## src/rtl/div_radix2_pkg.sv

```systemverilog
// Shared definitions for the radix-2 restoring divider: FSM encodings and iteration count.
package div_radix2_pkg;

    localparam int DIV_ITER  = 32;
    localparam int DIV_CNT_W = $clog2(DIV_ITER);

    typedef enum logic [1:0] {
        DIV_IDLE   = 2'd0,
        DIV_BYZERO = 2'd1,
        DIV_ON     = 2'd2,
        DIV_END    = 2'd3
    } divState_t;

endpackage

```

## src/rtl/div_radix2_if.sv

```systemverilog
// Execute-stage <-> divider handshake: operands and start/annul in, {rem, quo} and ready out.
interface div_radix2_if #(
    parameter int WIDTH = 32
);

    logic               signed_i;
    logic [WIDTH-1:0]   opdata1_i;
    logic [WIDTH-1:0]   opdata2_i;
    logic               start_i;
    logic               annul_i;
    logic [2*WIDTH-1:0] result_o;
    logic               ready_o;

    modport master (
        output signed_i, opdata1_i, opdata2_i, start_i, annul_i,
        input  result_o, ready_o
    );

    modport slave (
        input  signed_i, opdata1_i, opdata2_i, start_i, annul_i,
        output result_o, ready_o
    );

endinterface

```

## src/rtl/div_radix2_step.sv

```systemverilog
// One restoring-division iteration: shift {rem, quo} left, trial-subtract the divisor, restore on borrow.
module div_step #(
    parameter int WIDTH = 32
) (
    input  logic [WIDTH-1:0] remIn,
    input  logic [WIDTH-1:0] quoIn,
    input  logic [WIDTH-1:0] divisor,
    output logic [WIDTH-1:0] remOut,
    output logic [WIDTH-1:0] quoOut
);

    logic        [WIDTH:0] shifted;
    logic signed [WIDTH:0] diff;

    assign shifted = {remIn, quoIn[WIDTH-1]};
    assign diff    = $signed(shifted) - $signed({1'b0, divisor});

    // rem stays below the divisor, so bit WIDTH of the 33-bit difference is an exact borrow flag
    assign remOut = diff[WIDTH] ? shifted[WIDTH-1:0] : diff[WIDTH-1:0];
    assign quoOut = {quoIn[WIDTH-2:0], ~diff[WIDTH]};

endmodule

```

## src/rtl/div_radix2.sv

```systemverilog
// Iterative radix-2 restoring divider producing {remainder, quotient} for HI/LO.
// Optional DIV_ZERO_SHORTCUT_EN: a zero divisor finishes early with a zero result.
module div_radix2
    import div_radix2_pkg::*;
#(
    parameter int WIDTH = 32
) (
    input logic         clk,
    input logic         rst,
    div_radix2_if.slave bus
);

    divState_t              state, nextState;
    logic [DIV_CNT_W-1:0]   cnt;
    logic [WIDTH-1:0]       rem, quo, divisorMag;
    logic [WIDTH-1:0]       stepRem, stepQuo;
    logic                   negRem, negQuo;
    logic [2*WIDTH-1:0]     resultReg, fixed;
    logic                   ready;

    function automatic logic [WIDTH-1:0] magnitude(input logic signed [WIDTH-1:0] v,
                                                   input logic isSigned);
        return (isSigned && v[WIDTH-1]) ? -v : v;
    endfunction

    function automatic logic [2*WIDTH-1:0] fixUp(input logic signed [WIDTH-1:0] r,
                                                 input logic signed [WIDTH-1:0] q,
                                                 input logic nR,
                                                 input logic nQ);
        logic signed [WIDTH-1:0] rOut, qOut;
        rOut = nR ? -r : r;
        qOut = nQ ? -q : q;
        return {rOut, qOut};
    endfunction

    div_step #(.WIDTH(WIDTH)) uStep (
        .remIn  (rem),
        .quoIn  (quo),
        .divisor(divisorMag),
        .remOut (stepRem),
        .quoOut (stepQuo)
    );

    always_comb begin
        nextState = state;
        if (bus.annul_i) begin
            nextState = DIV_IDLE;
        end else begin
            case (state)
                DIV_IDLE: begin
                    if (bus.start_i) begin
`ifdef DIV_ZERO_SHORTCUT_EN
                        nextState = (bus.opdata2_i == '0) ? DIV_BYZERO : DIV_ON;
`else
                        nextState = DIV_ON;
`endif
                    end
                end
`ifdef DIV_ZERO_SHORTCUT_EN
                DIV_BYZERO: nextState = bus.start_i ? DIV_END : DIV_IDLE;
`endif
                DIV_ON: begin
                    if (!bus.start_i)
                        nextState = DIV_IDLE;
                    else if (cnt == DIV_CNT_W'(DIV_ITER - 1))
                        nextState = DIV_END;
                end
                default: nextState = DIV_IDLE;
            endcase
        end
    end

    always_ff @(posedge clk) begin
        if (rst) begin
            state     <= DIV_IDLE;
            cnt       <= '0;
            resultReg <= '0;
        end else begin
            state <= nextState;
            if (state == DIV_IDLE)
                cnt <= '0;
            else if (state == DIV_ON)
                cnt <= cnt + 1'b1;
            if (ready)
                resultReg <= fixed;
        end
    end

    always_ff @(posedge clk) begin
        case (state)
            DIV_IDLE: begin
                if (bus.start_i && !bus.annul_i) begin
                    rem        <= '0;
                    quo        <= magnitude(bus.opdata1_i, bus.signed_i);
                    divisorMag <= magnitude(bus.opdata2_i, bus.signed_i);
                    negRem     <= bus.signed_i && bus.opdata1_i[WIDTH-1];
                    negQuo     <= bus.signed_i && (bus.opdata1_i[WIDTH-1] ^ bus.opdata2_i[WIDTH-1]);
                end
            end
            DIV_BYZERO: begin
                rem <= '0;
                quo <= '0;
            end
            DIV_ON: begin
                rem <= stepRem;
                quo <= stepQuo;
            end
            default: ;
        endcase
    end

    // The pair is presented in END itself so the stage can release its stall that cycle
    assign fixed        = fixUp(rem, quo, negRem, negQuo);
    assign ready        = (state == DIV_END) && !bus.annul_i;
    assign bus.ready_o  = ready;
    assign bus.result_o = ready ? fixed : resultReg;

endmodule

```

## src/flat_wrapper.sv

```systemverilog
// flat-port wrapper written by rule: the top's interface ports become plain ports
module div_radix2_flat import div_radix2_pkg::*;
#(
    parameter int WIDTH = 32
)
  (clk, rst, bus_signed_i, bus_opdata1_i, bus_opdata2_i, bus_start_i, bus_annul_i, bus_result_o, bus_ready_o);
  div_radix2_if #(.WIDTH(WIDTH)) bus_i ();
  input logic clk;
  input logic rst;
  input wire logic [$bits(bus_i.signed_i)-1:0] bus_signed_i;
  input wire logic [$bits(bus_i.opdata1_i)-1:0] bus_opdata1_i;
  input wire logic [$bits(bus_i.opdata2_i)-1:0] bus_opdata2_i;
  input wire logic [$bits(bus_i.start_i)-1:0] bus_start_i;
  input wire logic [$bits(bus_i.annul_i)-1:0] bus_annul_i;
  output wire logic [$bits(bus_i.result_o)-1:0] bus_result_o;
  output wire logic [$bits(bus_i.ready_o)-1:0] bus_ready_o;
  assign bus_i.signed_i = bus_signed_i;
  assign bus_i.opdata1_i = bus_opdata1_i;
  assign bus_i.opdata2_i = bus_opdata2_i;
  assign bus_i.start_i = bus_start_i;
  assign bus_i.annul_i = bus_annul_i;
  assign bus_result_o = bus_i.result_o;
  assign bus_ready_o = bus_i.ready_o;
  div_radix2 #(.WIDTH(WIDTH)) u_core (.clk(clk), .rst(rst), .bus(bus_i));
endmodule
```

## config.mk

```make
export PLATFORM = sky130hd
export DESIGN_NAME = div_radix2_flat
export DESIGN_NICKNAME = d
export VERILOG_FILES = /design/src/rtl/div_radix2_pkg.sv /design/src/rtl/div_radix2_if.sv /design/src/rtl/div_radix2_step.sv /design/src/rtl/div_radix2.sv /design/src/flat_wrapper.sv
export SDC_FILE = /design/constraint.sdc
export NUM_CORES = 1
export LEC_CHECK = 0
export BUFFER_PORTS_ARGS = -buffer_cell sky130_fd_sc_hd__buf_2
export CAP_MARGIN = 20
export CORE_ASPECT_RATIO = 1.25
export CORE_MARGIN = 2
export CORE_UTILIZATION = 35
export CTS_BUF_LIST = sky130_fd_sc_hd__clkbuf_2
export CTS_CLUSTER_DIAMETER = 200
export DETAILED_ROUTE_END_ITERATION = 12
export SYNTH_ARGS = -nofsm -noshare
export SYNTH_HDL_FRONTEND = slang
export SYNTH_SLANG_ARGS = --single-unit
```

## constraint.sdc

```tcl
create_clock -name clk -period 8.1 [get_ports clk]
set_input_delay 1.62 -clock clk [delete_from_list [all_inputs] [get_ports clk]]
set_output_delay 1.62 -clock clk [all_outputs]
set_load 0.01 [all_outputs]
```

### After elaboration in Yosys (flattened, before gate mapping)

Index checks and enable logic that the tools add are counted.

* add/sub/neg operators: 6
* eq/ne operators: 7
* multiplexer cells: 14
* bitwise gates (word level): 2
* reduce and logical (&&, ||, !) cells: 13

Operators with widths (count)
* 32-bit 2-to-1 mux: 7
* 32-bit case mux with 3 select lines: 2
* 32-bit negator: 4
* 64-bit 2-to-1 mux: 1
* 33-bit subtractor: 1
* 2-bit 2-to-1 mux: 3
* 2-bit AND reduction: 3
* 5-bit by 1-bit adder with 5-bit output (second input constant): 1
* 5-bit equality test (second input constant): 1
* 1-bit logical AND: 5
* 2-bit equality test (second input constant): 2
* 2-bit inequality test (second input constant): 2
* 2-bit case mux with 2 select lines: 1
* 2-bit OR reduction: 2
* 3-bit by 2-bit inequality test with 1-bit output (second input constant): 1
* 3-bit nonzero test: 1
* 2-bit by 1-bit equality test with 1-bit output (second input constant): 1
* 2-bit zero test: 1
* 1-bit zero test: 1
* 1-bit NOT: 1
* 1-bit XOR: 1

* flip-flop bits (word level): 169
* bits of input ports: 69
* output and inout bits: 65
* word-level logic and storage cells: 50

### Longest topological paths before layout

* depth after elaboration: 4
* mapped depth: 13
* gate-level depth less buffers: 11

### Hierarchy

From an unflattened synthesis, not the netlist that was laid out.

* cell total of the unflattened synthesis: 1359
* area total of the unflattened synthesis: 12087.8 µm²

By module, submodules not included
* div_radix2: times used 1, cells each 1023, area each 9496.6 µm², sequential area each 4364.2 µm²
* div_step: times used 1, cells each 336, area each 2591.2 µm², sequential area each 0.0 µm²

### Worst setup path after synthesis

OpenSTA, ideal clock, no wires.

* path type: input port to flip-flop
* from: input bus_annul_i
* to: register u_core.quo[0] (enable)
* setup time: 507 ps
* data arrival time: 4906 ps
* data required time: 7593 ps
* slack: 2687 ps
* cell stages on the path: 2
* buffers on the path: 0
* cell sequence: nand2b_1 > a21oi_1

* word-level cells in the longest chain between the ends: 4

RTL lines
* start, declared: RTL line flat_wrapper.sv:14 `input wire logic [$bits(bus_i.annul_i)-1:0] bus_annul_i;`
* 1-bit zero test: RTL line div_radix2.sv:92 `if (bus.start_i && !bus.annul_i) begin`
* 1-bit logical AND: RTL line div_radix2.sv:92
* 2-bit inequality test (no line)
* 2-bit AND reduction (no line)
* end signal, assigned: RTL line div_radix2.sv:94 `quo <= magnitude(bus.opdata1_i, bus.signed_i);`
* end signal, assigned: RTL line div_radix2.sv:106 `quo <= stepQuo;`
* end, declared: RTL line div_radix2.sv:15 `logic [WIDTH-1:0] rem, quo, divisorMag;`

No other way between the ends.
A chain may end at the register's enable or synchronous reset.

### Final worst setup path

* from: register u_core.rem[10]
* to: output bus_result_o[60]

* word-level cells in the longest chain between the ends: 3

RTL lines
* start, declared: RTL line div_radix2.sv:15
* start signal, assigned: RTL line div_radix2.sv:105 `rem <= stepRem;`
* 32-bit negator: RTL line div_radix2.sv:31 `rOut = nR ? -r : r;`
* 32-bit 2-to-1 mux: RTL line div_radix2.sv:31
* 64-bit 2-to-1 mux
* end, declared: RTL line flat_wrapper.sv:15 `output wire logic [$bits(bus_i.result_o)-1:0] bus_result_o;`

No other way between the ends.

==> metrics <==
outcome completed; Startpoint Class register; Yosys cell types 70; Max Clock Skew 0.0561 ns; pre-CTS setup slack 2.95 ns; Min Clock Period, post-route 5.23 ns; Post-DP HPWL ~21000 µm; total power 1.94 mW; Worst-Skew Late Latency 0.87 ns; H-Tree Depth 4; Req. time, crit path approximately 6.5 ns; Detailed Route WL roughly 28000 µm; top cells by area, synth edfxtp_1 27%, dfxtp_1 13%, nand2_1 7.1%; net switching power 0.610 mW; worst-margin pin slew 0.950 ns; GPL Wtd Cong ~0.9; Hold Violations, Final 0; share of layout cells above drive strength 1 around 14%; Tot GR Track Use 17.2%; period utilization 64.5%; GRT overflow 0; Post-Synthesis Net Count about 1400; Pre-antenna DRT Iters 5; Reg power frac between 50 and 60%; # hold bufs at CTS 0; Placement Rows 72; cell area power density 156 mW/mm²; CP Data Arrival Time ~3.6 ns; post-route design area approximately 0.012 mm²; Synth async-reset ratio 0%; largest stage delay on the critical path 0.57 ns; pin count of the biggest net entering global routing roughly 120; Crit path buffers/inverters 1; Comb power frac 20.5%; Layout area overhead 12.2%; FF+latch count, synth 169; Synth Flop Type edfxtp_1; Seq/Total Area, Yosys 39.5%; clock share of power ~28%; CP delay by family, top simple AND/OR/NAND/NOR gates; critical path, cell by cell or4_4, nor4_4, nand3_2, o41ai_4, nand2_1, xnor2_1, o21ai_0, buf_2; Fillers 3192; # Post-CTS Setup Buffers 0; total core area 0.0310 mm²; setup TNS 0 ns; top-area cell type share of the netlist area 26.6%; # setup viols final 0; Synth Area per Inst 8.53 µm²; DR WL/cell 15.5 µm; vias about 9200; Worst Hold Class reg -> reg; most frequent cells in the layout 209 x nand2_1, 140 x o21ai_0, 133 x buf_2, 98 x edfxtp_1, 88 x a21oi_1; Pleak 4.91 nW; vias in the first global route 8600; IO Port Bufs 133; number of antenna-violating nets in the routed design 0; DP Area 0.0120 mm²; Slew HR 36.7%; antenna violations before repair 3; CP max FO 6; number of flops mapped to enable cells by yosys 98; CP endpoint kind output port; first-pass GRT wire length 44800 µm; DRC Markers 0; sw frac between 30% and 40%; Ports 134; Max Cap Viol 0; unrepaired setup endpoints after global routing no; Die H 203 µm; Syn Std Cell Area about 0.011 mm²; post-route setup slack roughly 2.9 ns; dominant cell type by area after synthesis edfxtp_1; Final nets 1505; Final Max Tran Viols 0; TritonCTS clock tree done; CP Class reg -> out; total die area around 0.033 mm²; Initial Util between 30% and 40%; fin cells 1815; internal power about 1.3 mW; CTS sink count 169; Max IR drop VDD just over 90 µV; Worst path slowest cell or4_4; DR iter-0 viols 731; commonest non-fill, non-tap cell in the layout nand2_1; cts bufs inserted 17; PostCTS Resize Cnt 0; clock slew at reported path FFs 0.28 ns; FMAX 191 MHz; synthesis warning total 0; via/cell ratio a little over 5; DP Cell Count ~1800; clock tree buffer depth 2; cell count after synthesis about 1300; Root Buffer clkbuf_2; Die Wd 163 µm
[cells by family (layout without fill, tap and decap cells)]
| group | Yosys count | count (layout) | share of synthesized area (%) |
|---|---|---|---|
| AOI/OAI and AO/OA | 328 | 328 | 17.7 |
| xor gates and xnor gates | 143 | 143 | 11.3 |
| adders and majority gates | 42 | 42 | 4.83 |
| buffers and inverters | 123 | 235 | 4.40 |
| DFF | 169 | 169 | 39.5 |
| muxes | 12 | 12 | 1.16 |
| other | 0 | 1 | 0 |
| and+or+nand+nor | 478 | 478 | 21.1 |
[final timing paths]
check                                     startpoint              endpoint  slack [ns]  cells after the start
worst min register to register  u_core.resultReg[38]  u_core.resultReg[38]        0.49                      2
worst max-delay path                  u_core.rem[10]      bus_result_o[60]        2.87                      8
worst max register to register        u_core.quo[31]         u_core.rem[6]        4.48                     12
worst min-delay path            u_core.resultReg[38]  u_core.resultReg[38]        0.49                      2
[worst min-delay path: cells and delay by family, from the launching register on]
kind	cells	cell delay (ns)
AND/OR/NAND/NOR	1	0.07
AO/OA/AOI/OAI	1	0.06
flip-flops	1	0.37
[synthesized netlist by cell type (all sizes together) (3+ instances only)]
library cell    n
nand2         210
o21ai         144
edfxtp         98
a21oi          89
xor2           84
dfxtp          71
nor2b          69
inv            62
nor2           61
xnor2          59
clkbuf         51
ha             41
nor3           25
o31ai          22
nand3          19
nor4           19
nand2b         16
o41ai          16
nand4          14
buf            10
or3            10
mux2i           9
or4             9
a21o            8
and3            7
o21bai          7
a211oi          6
a31oi           6
or2             6
and2            5
o211ai          4
o21a            4
a2111oi         3
a21boi          3
mux2            3
[per-stage QoR]
stage	utilization (%)	hold slack, ns
finish	40.0	0.486
detailed placement	38.9	0.459
global route	40.0	0.517
CTS	39.8	0.488
global placement	38.8	0.455
floorplan	-	0.440
[layer usage]
| layer | global-route usage, % | vias up | wire length [µm] |
|---|---|---|---|
| met5 | 0 | - | 11 |
| met4 | 5.59 | 2 | 539 |
| met3 | 5.15 | 31 | 1780 |
| met2 | 25.5 | 194 | 12100 |
| met1 | 23.7 | 4163 | 13700 |
| li1 | - | 4763 | - |
[cell type report]
cell class                      instances  area, µm²  area share, %
Sequential cell                       169       4360           35.2
Tap cell                              407        509           4.11
Inverter                               62        233           1.88
Timing Repair Buffer                  141        766           6.18
Multi-Input combinational cell       1003       6220           50.2
Antenna cell                            1       2.50         0.0202
Clock inverter                         15        210           1.70
Clock buffer                           17       85.1          0.687
[power by group through the flow]
stage	clock network (mW)	logic (mW)	registers, mW
after global placement	0	0.388	1.02
after CTS	0.557	0.393	1.00
after detailed placement	0	0.392	1.02
final	0.535	0.398	1.00
after floorplan	0	0.291	1.01
after global routing	0.586	0.447	1.01
[state kept, by name, summed over array words and instances (netlist names)]
| signal | count |
|---|---|
| u_core.quo | 32 |
| u_core.divisorMag | 32 |
| u_core.cnt | 5 |
| u_core.resultReg | 64 |
| u_core.rem | 32 |
| u_core.state | 2 |
| u_core.negQuo | 1 |
| u_core.negRem | 1 |
Note: power is estimated with default switching activity, not from simulation.
